--- config.mk ---
export PLATFORM = sky130hd
export DESIGN_NAME = fetch_sequencer
export DESIGN_NICKNAME = d
export VERILOG_FILES = /design/src/rtl/fetch_sequencer.sv
export SDC_FILE = /design/constraint.sdc
export NUM_CORES = 1
export LEC_CHECK = 0
export CAP_MARGIN = 20
export CORE_MARGIN = 3
export CORE_UTILIZATION = 46
export DETAILED_ROUTE_END_ITERATION = 8
export PLACE_DENSITY_LB_ADDON = 0.05
export SETUP_SLACK_MARGIN = 0.15
export SLEW_MARGIN = 20
export SYNTH_ARGS = -nofsm -noshare
export SYNTH_HDL_FRONTEND = slang
export SYNTH_SLANG_ARGS = --single-unit
--- constraint.sdc ---
create_clock -name clock -period 14.5 [get_ports clock]
set_input_delay 4.35 -clock clock [delete_from_list [all_inputs] [get_ports clock]]
set_output_delay 4.35 -clock clock [all_outputs]
set_load 0.05 [all_outputs]
--- src/rtl/fetch_sequencer.sv ---
// -----------------------------------------------------------------------------
// fetch_sequencer
//   Instruction fetch sequencer for the LegV8 64-bit core. Owns the program
//   counter, addresses a combinational instruction ROM, and holds each fetched
//   word in a valid/ready output stage for decode. Execute can redirect it
//   with a branch. Fetch stops when the halt word is read. Halt is reported
//   after decode accepts that word.
//
// Ports
//   clock          in   1   single clock, rising edge
//   reset          in   1   asynchronous, active-high
//   rom_address    out 16   ROM word address = pc[17:2] (combinational)
//   rom_data       in  32   ROM word at rom_address, same cycle
//   instr          out 32   registered instruction for decode
//   instr_pc       out 64   byte address of instr
//   instr_valid    out  1   instr/instr_pc hold a live instruction
//   instr_ready    in   1   decode accepts instr this cycle
//   branch_taken   in   1   redirect request from execute
//   branch_target  in  64   byte target, bits [1:0] ignored
//   halted         out  1   high while in HALTED
//   fetch_count    out 32   saturating count of handshakes
// -----------------------------------------------------------------------------
module fetch_sequencer #(
    parameter logic [63:0] RESET_PC  = 64'h0,
    parameter logic [31:0] HALT_WORD = 32'hD60003E0
) (
    input  logic        clock,
    input  logic        reset,
    output logic [15:0] rom_address,
    input  logic [31:0] rom_data,
    output logic [31:0] instr,
    output logic [63:0] instr_pc,
    output logic        instr_valid,
    input  logic        instr_ready,
    input  logic        branch_taken,
    input  logic [63:0] branch_target,
    output logic        halted,
    output logic [31:0] fetch_count
);

    typedef enum logic [1:0] {
        RUN    = 2'd0,
        DRAIN  = 2'd1,
        HALTED = 2'd2
    } state_t;

    state_t      r_state;
    logic [63:0] r_pc;
    logic [31:0] r_instr;
    logic [63:0] r_instr_pc;
    logic        r_instr_valid;
    logic        r_halted;
    logic [31:0] r_fetch_count;

    logic        w_handshake;
    logic        w_slot_free;
    logic        w_is_halt;

    assign w_handshake = r_instr_valid & instr_ready;
    assign w_slot_free = ~r_instr_valid | w_handshake;
    assign w_is_halt   = (rom_data == HALT_WORD);

    always_ff @(posedge clock or posedge reset) begin
        if (reset) begin
            r_state       <= RUN;
            r_pc          <= RESET_PC;
            r_instr       <= 32'h0;
            r_instr_pc    <= 64'h0;
            r_instr_valid <= 1'b0;
            r_halted      <= 1'b0;
            r_fetch_count <= 32'h0;
        end else begin
            // Counting is independent of redirects: an instruction accepted in
            // the same cycle as a branch has still been consumed by decode.
            if (w_handshake && (r_fetch_count != 32'hFFFF_FFFF)) begin
                r_fetch_count <= r_fetch_count + 32'd1;
            end

            if (branch_taken) begin
                // Redirect kills the output slot and skips the ROM load this
                // edge; the target word is presented on the following edge.
                r_pc          <= {branch_target[63:2], 2'b00};
                r_instr_valid <= 1'b0;
                r_state       <= RUN;
                r_halted      <= 1'b0;
            end else begin
                case (r_state)
                    RUN: begin
                        if (w_slot_free) begin
                            r_instr       <= rom_data;
                            r_instr_pc    <= r_pc;
                            r_instr_valid <= 1'b1;
                            // The PC parks on the halt word so rom_address
                            // keeps pointing at it while drained/halted.
                            if (w_is_halt) begin
                                r_state <= DRAIN;
                            end else begin
                                r_pc <= r_pc + 64'd4;
                            end
                        end
                    end
                    DRAIN: begin
                        if (w_handshake) begin
                            r_instr_valid <= 1'b0;
                            r_state       <= HALTED;
                            r_halted      <= 1'b1;
                        end
                    end
                    HALTED: begin
                        r_instr_valid <= 1'b0;
                        r_halted      <= 1'b1;
                    end
                    default: begin
                        r_state       <= RUN;
                        r_instr_valid <= 1'b0;
                        r_halted      <= 1'b0;
                    end
                endcase
            end
        end
    end

    assign rom_address = r_pc[17:2];
    assign instr       = r_instr;
    assign instr_pc    = r_instr_pc;
    assign instr_valid = r_instr_valid;
    assign halted      = r_halted;
    assign fetch_count = r_fetch_count;

endmodule

==> run_results.csv, run 1 <==
group,metric,value,unit
outcome,status,"complete, no violations",
finish,fin_cells,1357,
drt,drtIter0Drc,497,
worst_setup_path,crit_chain,"clkdlybuf4s50_1 > nor4bb_1 > nand4_1 > o21a_1 > nor2_1 > o21ai_0 > o311ai_0",
die,initial_core_util,47.1,%
die,fp.coreArea,19700,um^2
drt,wl_per_cell,18.5,um
die,die-area,21900,um^2
clocking,cts_buffer_depth,2,
placed_design,port_buffers,241,
drt,ant_nets,0,
sta,clock_skew,0.00863,ns
drt,drt_first_pass_iters,5,
finish,final_area,12400,um^2
yosys,synth_area,9260,um^2
sta,rsz0062_at_grt,"no",
worst_setup_path,path_delay_family,"simple AND/OR/NAND/NOR gates",
yosys,synthArstFlopShare,100,%
yosys,synth_area_leader_cell,"dfrtp_1",
run,cap_violations,0,
clocking,postCtsResizedCells,0,
drt,num_vias,7513,
global_route,track_usage,23.0,%
sta,fmax,0.141,GHz
sta,setup_violations,0,
yosys,synthDistinctLibCells,56,
pwr,p_leak,5.01,nW
clocking,cts_root_buffer,"clkbuf_16",
clocking,h-tree-depth,4,
clocking,cts_hold_buf,0,
yosys,netlist_instances,864,
sta,hold_violations,0,
die,die-height,148,um
worst_setup_path,critPathBufInv,1,
yosys,synth.area.top_cells,"dfrtp_1 52%, mux2_2 13%, nand2_1 4.1%",
finish,drive_gt1_share,14.1,%
finish,syn_to_final_growth,34.4,%
sta,fin_crit,7.11,ns
global_route,grt_pass1_wl,40000,um
finish,nNetsFinal,1184,
global_route,antenna_found_initial,1,
worst_setup_path,worst_path_max_delay_cell,"nor2_1",
placed_design,hpwl,17900,um
global_route,overflow,0,
worst_hold_path,hold_path_class,"flop to flop",
drt,drc_errors,0,
worst_setup_path,worstSetupEndpointType,"flop",
global_route,grt_pass1_vias,7259,
die,fp-row-count,51,
yosys,synth_ff_type,"dfrtp_1",
yosys,synth_top_area_share,51.9,%
worst_setup_path,path_class,"primary input to flop",
sta,maxSlewHeadroom,33.2,%
worst_setup_path,critPathMaxStageDelay,0.87,ns
finish,fill_cells,1662,
clocking,cts_sinks,192,
worst_setup_path,worstSetupStartpointType,"primary input",
yosys,synth_edf_count,0,
die,design.portCount,246,
pwr,ir_worst_vdd,0.0846,mV
placed_design,gp_congestion,0.882,
clocking,tritoncts,"built",
sta,tns,0,ns
drt,viasPerCell,5.54,
yosys,synth_seq_area_share,51.9,%
die,die_w,148,um
worst_setup_path,critPathArrivalTime,7.41,ns
sta,fin_hold_ws,0.505,ns
yosys,syn_avg_cell_area,10.7,um^2
pwr,total_power,2.06,mW
clocking,numCtsBuffers,17,
yosys,ys_warn_count,0,
drt,totalWireLength,25100,um
sta,period_share,49.0,%
clocking,clk_latency,0.43,ns
clocking,postCtsSetupBuffers,0,
pwr,p_per_area,165,nW/um^2
global_route,grt_max_degree,129,
sta,worst_pin_slew,0.998,ns
worst_setup_path,path_max_fanout,16,
clocking,cts.clk_slew.worst_paths,0.07,ns
worst_setup_path,worstPathRequired,14.81,ns
yosys,synth_seq_cells,192,
placed_design,place_inst,1324,
placed_design,place_area,11800,um^2
sta,drv_slew,0,
-- cells in the mapped netlist, drive strengths merged (15+ instances only) --
| cell | count |
|---|---|
| dfrtp | 192 |
| mux2 | 105 |
| nand2 | 100 |
| nand4 | 45 |
| nor2 | 42 |
| nand3 | 36 |
| o21ai | 36 |
| clkbuf | 35 |
| xnor2 | 31 |
| nor3 | 28 |
| xor2 | 27 |
| nor4 | 25 |
| buf | 19 |
| inv | 19 |
| a21oi | 15 |
-- power breakdown --
group / internal [mW] / switching [mW]
Sequential: 0.646 / 0.0904
Clock: 0.300 / 0.211
Combinational: 0.295 / 0.515
-- worst register-to-register path, cell delays in order (launching register included) --
cell and delay [ns]:
dfrtp_1 0.47, nand4_1 0.27, or4_1 0.69, nor3_1 0.65
nor4b_1 0.49, xnor2_1 0.17, o21ai_1 0.07
-- flip-flops by register name, indices dropped and copies added (netlist names) --
| name | flops |
|---|---|
| instr | 32 |
| instr_valid | 1 |
| r_state | 2 |
| instr_pc | 62 |
| fetch_count | 32 |
| halted | 1 |
| r_pc | 62 |
-- kinds of logic after synthesis --
kind of cell,count (synthesis),share of synthesized area (%)
xor gates and xnor gates,58,5.48
AOI/OAI and AO/OA,99,6.94
muxes,108,13.1
buffers and inverters,74,3.75
other,1,0.0405
DFF,192,51.9
and+or+nand+nor,326,18.0
adders and majority gates,6,0.810
-- cell type report --
cell class,count,area (um^2),share of cell area [%]
clock inverter,11,175,1.41
inverter,20,82.6,0.663
multi-input combinational,599,4130,33.2
sequential,192,4800,38.6
clock buffer,21,460,3.70
tap,265,332,2.66
antenna,1,2.50,0.0201
timing repair buffer,248,2460,19.8
-- metrics by stage --
step | setup slack, ns | util, %
3_5_place_dp | 6.97 | 60.1
2_1_floorplan | 4.92 | -
6_report | 7.39 | 63.3
5_1_grt | 7.20 | 63.3
3_3_place_gp | 7.03 | 60.1
4_1_cts | 7.43 | 63.3
-- routing by layer --
metal	wire, um	part of all wire (%)	GRT usage [%]	vias up
met5	0	0	0	-
met4	418	1.7	6.10	0
met3	1920	7.6	7.30	37
met2	11800	47	35.7	257
met1	11000	44	31.5	3680
li1	-	-	-	3539
-- path summary, 6_finish.rpt --
kind                                          startpoint                           to  slack (ns)  depth (start not counted)
max in group asynchronous                          reset         r_pc[51]$_DFFE_PP0P_        8.57                          3
worst min register to register  instr_pc[28]$_DFFE_PP0P_     instr_pc[28]$_DFFE_PP0P_        0.50                          1
worst min-delay path            instr_pc[28]$_DFFE_PP0P_     instr_pc[28]$_DFFE_PP0P_        0.50                          1
worst max register to register      r_pc[10]$_DFFE_PP0P_         r_pc[60]$_DFFE_PP0P_       11.55                          6
min in group asynchronous                          reset  fetch_count[20]$_DFFE_PP0P_        4.50                          2
worst max-delay path                         rom_data[8]          r_pc[8]$_DFFE_PP0P_        7.39                          7
-- layout by cell type (no fill, tap or decap), types with 5 or more instances in the layout --
cell type,synthesis,routed
clkdlybuf4s50_1,0,240
dfrtp_1,192,192
mux2_2,105,105
nand2_1,100,100
nand4_1,44,44
nor2_1,42,42
nand3_1,36,36
o21ai_0,34,32
xnor2_1,31,31
nor3_1,28,28
xor2_1,27,27
nor4_1,24,24
inv_1,19,18
clkbuf_16,0,17
a21oi_1,15,15
and3_1,13,13
or3_1,8,8
o211ai_1,7,7
buf_4,18,7
o311ai_0,6,6
ha_1,6,6
or4_1,5,5
and2_1,5,5
a221o_1,5,5
Note: power is estimated with default switching activity, not from simulation.
==> inputs of run 2 (changes only) <==
--- a/config.mk
+++ b/config.mk
@@ -7,7 +7,7 @@
 export LEC_CHECK = 0
 export CAP_MARGIN = 20
 export CORE_MARGIN = 3
-export CORE_UTILIZATION = 46
+export CORE_UTILIZATION = 44
 export DETAILED_ROUTE_END_ITERATION = 8
 export PLACE_DENSITY_LB_ADDON = 0.05
 export SETUP_SLACK_MARGIN = 0.15
==> constraint.sdc (replaced) <==
create_clock -name clock -period 5.98 [get_ports clock]
set_input_delay 1.794 -clock clock [delete_from_list [all_inputs] [get_ports clock]]
set_output_delay 1.794 -clock clock [all_outputs]
set_load 0.05 [all_outputs]
==> run 2 against run 1 <==
  * Clock skew grew 0.0012 ns
  * Core utilization shrank 2.5 points
  * Via count shrank 0.39%
  * Critical path depth is the same
  * Sequential cell count is the same
  * Wire length grew 0.97%
  * Power grew 140%
  * Worst hold slack lost 0.021 ns
  * Combinational power grew 140%
  * Die area grew 4.4%
  * Cell area shrank 0.19%
  * Register-to-register slack lost 8.5 ns
  * Largest cell class unchanged
==> run_results.csv, run 2 (synthesis gave the netlist of run 1 again) <==
group,metric,value,unit
worst_hold_path,whs_endpoint,"fetch_count[10]$_DFFE_PP0P_",
finish,layout_commonest_cell,"clkdlybuf4s50_1",
pwr,p_leak,4.99,nW
global_route,grt_max_degree,123,
placed_design,place_inst,1331,
run,cap_violations,0,
die,design.portCount,246,
worst_setup_path,worst_path_max_delay_cell,"o21ai_2",
finish,nNetsFinal,1186,
drt,num_vias,7484,
placed_design,hpwl,18100,um
worst_setup_path,path_class,"primary input to flop",
pwr,total_power,4.87,mW
finish,layout_common_cells,"240 x clkdlybuf4s50_1, 192 x dfrtp_1, 105 x mux2_2",
drt,totalWireLength,25400,um
worst_setup_path,critPathArrivalTime,4.51,ns
die,die-area,22800,um^2
global_route,grt_pass1_wl,40000,um
drt,drt_first_pass_iters,5,
drt,drtIter0Drc,536,
worst_setup_path,r2r_setup_slack,3.06,ns
sta,period_share,70.1,%
sta,rsz0062_at_grt,"no",
drt,wl_per_cell,18.6,um
worst_hold_path,worstHoldPathCells,1,
clocking,cts_root_buffer,"clkbuf_16",
worst_setup_path,critPathLaunch,"rom_data[8]",
clocking,cts.clk_slew.worst_paths,0.07,ns
clocking,cts_sinks,192,
worst_setup_path,worstSetupEndpointType,"flop",
sta,maxSlewHeadroom,36.8,%
sta,hold_violations,0,
clocking,clk_latency,0.43,ns
global_route,antenna_found_initial,1,
worst_setup_path,critPathMaxStageDelay,0.59,ns
clocking,tritoncts,"built",
worst_hold_path,hold_path_class,"flop to flop",
sta,worst_pin_slew,0.948,ns
finish,drive_gt1_share,14.4,%
clocking,cts_hold_buf,0,
worst_setup_path,path_max_fanout,21,
finish,antenna_cells,0,
global_route,grt_pass1_vias,7359,
worst_setup_path,reg2regPathDepth,6,
finish,fin_cells,1362,
pwr,ir_worst_vdd,0.213,mV
sta,clock_skew,0.00982,ns
clocking,numCtsBuffers,17,
sta,fmax,0.239,GHz
die,initial_core_util,45.3,%
worst_setup_path,worstSetupStartpointType,"primary input",
worst_setup_path,crit_chain,"clkdlybuf4s50_1 > nor4bb_1 > nand4_1 > o21ai_2 > buf_4 > o21ai_0 > a221o_1",
sta,finalWorstSetupSlack,1.79,ns
placed_design,gp_congestion,0.873,
worst_hold_path,min_from,"fetch_count[10]$_DFFE_PP0P_",
sta,tns,0,ns
global_route,overflow,0,
worst_setup_path,regToRegEndpoint,"r_pc[60]$_DFFE_PP0P_",
clocking,h-tree-depth,4,
sta,setup_violations,0,
die,fp-row-count,52,
clocking,postCtsResizedCells,0,
pwr,p_per_area,392,nW/um^2
outcome,status,"complete, no violations",
placed_design,port_buffers,241,
sta,fin_hold_ws,0.484,ns
placed_design,place_ws,1.35,ns
clocking,postCtsSetupBuffers,0,
clocking,cts_buffer_depth,2,
sta,fin_crit,4.19,ns
finish,fill_cells,1758,
die,die-height,151,um
worst_setup_path,worstPathRequired,6.30,ns
drt,ant_nets,0,
die,fp.coreArea,20400,um^2
drt,viasPerCell,5.49,
die,die_w,151,um
drt,drc_errors,0,
finish,syn_to_final_growth,34.1,%
global_route,track_usage,22.4,%
worst_setup_path,r2r-start,"r_pc[10]$_DFFE_PP0P_",
sta,drv_slew,0,
## run 2: cell types whose count changed in the layout (fill, tap and decap cells not counted), moves of 2 or more
cell	change
bufinv_16	-3
clkinvlp_4	+3
buf_12	+2
inv_8	+2
## run 2: per-stage QoR
step	instance area (um^2)	utilization, %
2_1_floorplan	9270	-
3_3_place_gp	11900	58.0
3_5_place_dp	11900	58.0
4_1_cts	12400	60.8
5_1_grt	12400	60.8
6_report	12400	60.8
## run 2: worst max path at each step
| stage | depth (start not counted) | end | slack [ns] |
|---|---|---|---|
| floorplan | 1 | fetch_count[0]$_DFFE_PP0P_ | 1.71 |
| global placement | 7 | r_pc[43]$_DFFE_PP0P_ | 1.38 |
| detailed placement | 7 | r_pc[43]$_DFFE_PP0P_ | 1.35 |
| CTS | 7 | r_pc[43]$_DFFE_PP0P_ | 1.82 |
| global route | 8 | r_pc[20]$_DFFE_PP0P_ | 1.58 |
| finish | 7 | r_pc[43]$_DFFE_PP0P_ | 1.79 |
## run 2: final cells by class
cell class,count,area [um^2],area share [%]
sequential,192,4800,38.7
clock buffer,19,443,3.56
multi-input combinational,599,4140,33.3
tap,270,338,2.72
clock inverter,12,125,1.01
inverter,20,78.8,0.634
timing repair buffer,250,2500,20.1
## run 2: power by group
part / switching (mW) / internal [mW]
clock network: 0.525 / 0.595
logic: 1.25 / 0.719
registers: 0.217 / 1.57
## run 2: critical path, delay by kind of cell
family	cells	cell delay (ns)
AOI/OAI and AO/OA	3	1.01
and+or+nand+nor	2	0.87
buffers and inverters	2	0.83
## run 2: per-layer routing
layer / vias up / track usage, % / wire, um
li1: 3536 / - / -
met1: 3667 / 30.7 / 11100
met2: 240 / 34.4 / 11800
met3: 39 / 6.79 / 1990
met4: 2 / 6.94 / 439
met5: - / 0 / 13
==> inputs of run 3 (changes only) <==
--- a/config.mk
+++ b/config.mk
@@ -7,7 +7,7 @@
 export LEC_CHECK = 0
 export CAP_MARGIN = 20
 export CORE_MARGIN = 3
-export CORE_UTILIZATION = 44
+export CORE_UTILIZATION = 46
 export DETAILED_ROUTE_END_ITERATION = 8
 export PLACE_DENSITY_LB_ADDON = 0.05
 export SETUP_SLACK_MARGIN = 0.15
==> constraint.sdc (replaced) <==
create_clock -name clock -period 4.15 [get_ports clock]
set_input_delay 1.245 -clock clock [delete_from_list [all_inputs] [get_ports clock]]
set_output_delay 1.245 -clock clock [all_outputs]
set_load 0.05 [all_outputs]
==> run 3 against run 2 <==
  * Die area fell by 4.2%
  * Clock skew barely moved
  * Cell area rose by 0.69%
  * Critical endpoint is now r_pc[51]$_DFFE_PP0P_
  * Highest routed layer is now met4
==> run_results.csv, run 3 (synthesis gave the netlist of run 1 again) <==
group,metric,value,unit
sta,hold_violations,0,
sta,fin_hold_ws,0.494,ns
clocking,postCtsSetupBuffers,0,
drt,drtIter0Drc,509,
pwr,p_per_area,569,nW/um^2
worst_setup_path,reg2regPathDepth,6,
clocking,cts_buffer_depth,2,
global_route,track_usage,23.1,%
die,die-area,21900,um^2
worst_setup_path,crit_chain,"clkdlybuf4s50_1 > nor4bb_1 > nand4_1 > o21a_1 > nand2_1 > nor3b_1 > a211o_1",
drt,totalWireLength,25200,um
worst_setup_path,path_class,"primary input to flop",
pwr,clkPwrFrac,24.0,%
pwr,internal-power,4.23,mW
worst_setup_path,r2r_setup_slack,1.26,ns
worst_hold_path,hold_path_class,"flop to flop",
clocking,cts_sinks,192,
sta,fin_crit,3.28,ns
clocking,cts_root_buffer,"clkbuf_16",
worst_setup_path,worstPathRequired,4.48,ns
clocking,tritoncts,"built",
sta,clock_skew,0.00951,ns
finish,syn_to_final_growth,35.0,%
pwr,ir_worst_vdd,0.297,mV
pwr,power_switching,2.89,mW
drt,drc_errors,0,
finish,fill_cells,1726,
sta,drv_slew,0,
worst_setup_path,worstSetupEndpointType,"flop",
worst_setup_path,critPathBufInv,1,
drt,drt_first_pass_iters,5,
worst_setup_path,critPathLaunch,"rom_data[28]",
global_route,grt_pass1_vias,7444,
clocking,h-tree-depth,4,
global_route,grt_pass1_wl,40200,um
finish,nNetsFinal,1193,
sta,setup_violations,0,
global_route,overflow,0,
die,design.portCount,246,
worst_setup_path,regToRegEndpoint,"r_pc[57]$_DFFE_PP0P_",
worst_setup_path,r2r-start,"r_pc[10]$_DFFE_PP0P_",
pwr,pwr-share-seq,36.1,%
die,initial_core_util,47.1,%
clocking,cts_hold_buf,0,
finish,layout_common_cells,"240 x clkdlybuf4s50_1, 192 x dfrtp_1, 105 x mux2_2",
sta,period_share,79.2,%
finish,layout_commonest_cell,"clkdlybuf4s50_1",
worst_setup_path,critPathArrivalTime,3.62,ns
pwr,p_leak,5.05,nW
die,die-height,148,um
worst_setup_path,worst_path_max_delay_cell,"o21a_1",
global_route,grt_max_degree,78,
finish,seq_area,4800,um^2
die,die_w,148,um
worst_setup_path,path_depth,7,
placed_design,gp_congestion,0.880,
placed_design,port_buffers,241,
placed_design,hpwl,18300,um
sta,fmax,0.304,GHz
drt,viasPerCell,5.54,
clocking,numCtsBuffers,17,
clocking,cts.clk_slew.worst_paths,0.08,ns
die,fp-row-count,51,
sta,rsz0062_at_grt,"no",
drt,ant_nets,0,
worst_setup_path,critPathMaxStageDelay,0.55,ns
finish,drive_gt1_share,15.0,%
worst_setup_path,path_delay_family,"simple AND/OR/NAND/NOR gates",
pwr,sw_frac_of_total,40.6,%
clocking,postCtsResizedCells,0,
clocking,clk_latency,0.44,ns
drt,num_vias,7561,
worst_setup_path,critPathCapture,"r_pc[51]$_DFFE_PP0P_",
drt,wl_per_cell,18.4,um
pwr,combPwrFrac,39.9,%
sta,tns,0,ns
global_route,antenna_found_initial,1,
worst_setup_path,path_max_fanout,12,
sta,maxSlewHeadroom,32.6,%
outcome,status,"complete, no violations",
sta,worst_pin_slew,1.01,ns
worst_setup_path,worstSetupStartpointType,"primary input",
run,cap_violations,0,
finish,multiInputGateArea,4130,um^2
die,fp.coreArea,19700,um^2
run 3: how the worst min path moves through the flow:
| stage | end | depth (start not counted) | from |
|---|---|---|---|
| detailed placement | fetch_count[15]$_DFFE_PP0P_ | 1 | fetch_count[15]$_DFFE_PP0P_ |
| finish | fetch_count[15]$_DFFE_PP0P_ | 1 | fetch_count[15]$_DFFE_PP0P_ |
| CTS | fetch_count[15]$_DFFE_PP0P_ | 1 | fetch_count[15]$_DFFE_PP0P_ |
| floorplan | r_pc[57]$_DFFE_PP0P_ | 1 | r_pc[57]$_DFFE_PP0P_ |
| global route | instr[6]$_DFFE_PP0P_ | 1 | instr[6]$_DFFE_PP0P_ |
| global placement | fetch_count[29]$_DFFE_PP0P_ | 1 | fetch_count[29]$_DFFE_PP0P_ |
run 3: final cells by class:
class | count | share of cell area [%]
clock inverter | 14 | 1.36
tap | 265 | 2.65
sequential | 192 | 38.4
inverter | 20 | 0.630
antenna | 1 | 0.0200
clock buffer | 18 | 3.51
timing repair buffer | 257 | 20.4
multi-input combinational | 599 | 33.0
run 3: power groups by stage:
stage	combinational, mW	clock (mW)	sequential, mW
final	2.84	1.71	2.57
after global routing	2.98	1.81	2.64
after CTS	2.87	1.75	2.57
after detailed placement	2.86	0	2.60
after global placement	2.84	0	2.59
after floorplan	0.797	0	3.65
run 3: through the flow:
stage          power, mW  setup slack, ns  instances  instance area, um^2  util [%]
2_1_floorplan       4.45            0.429        865                 9270         -
3_3_place_gp        5.44            0.417       1333                11900      60.5
3_5_place_dp        5.47            0.366       1333                11900      60.5
4_1_cts             7.19            0.855       1365                12500      63.6
5_1_grt             7.43            0.637       1366                12500      63.7
6_report            7.12            0.865       1366                12500      63.7
run 3: layer usage:
layer	global-route usage [%]	up-vias	wire [um]
met1	31.0	3659	10900
met4	7.48	0	477
met5	0	-	0
met3	7.39	37	2090
met2	35.9	282	11700
li1	-	3583	-
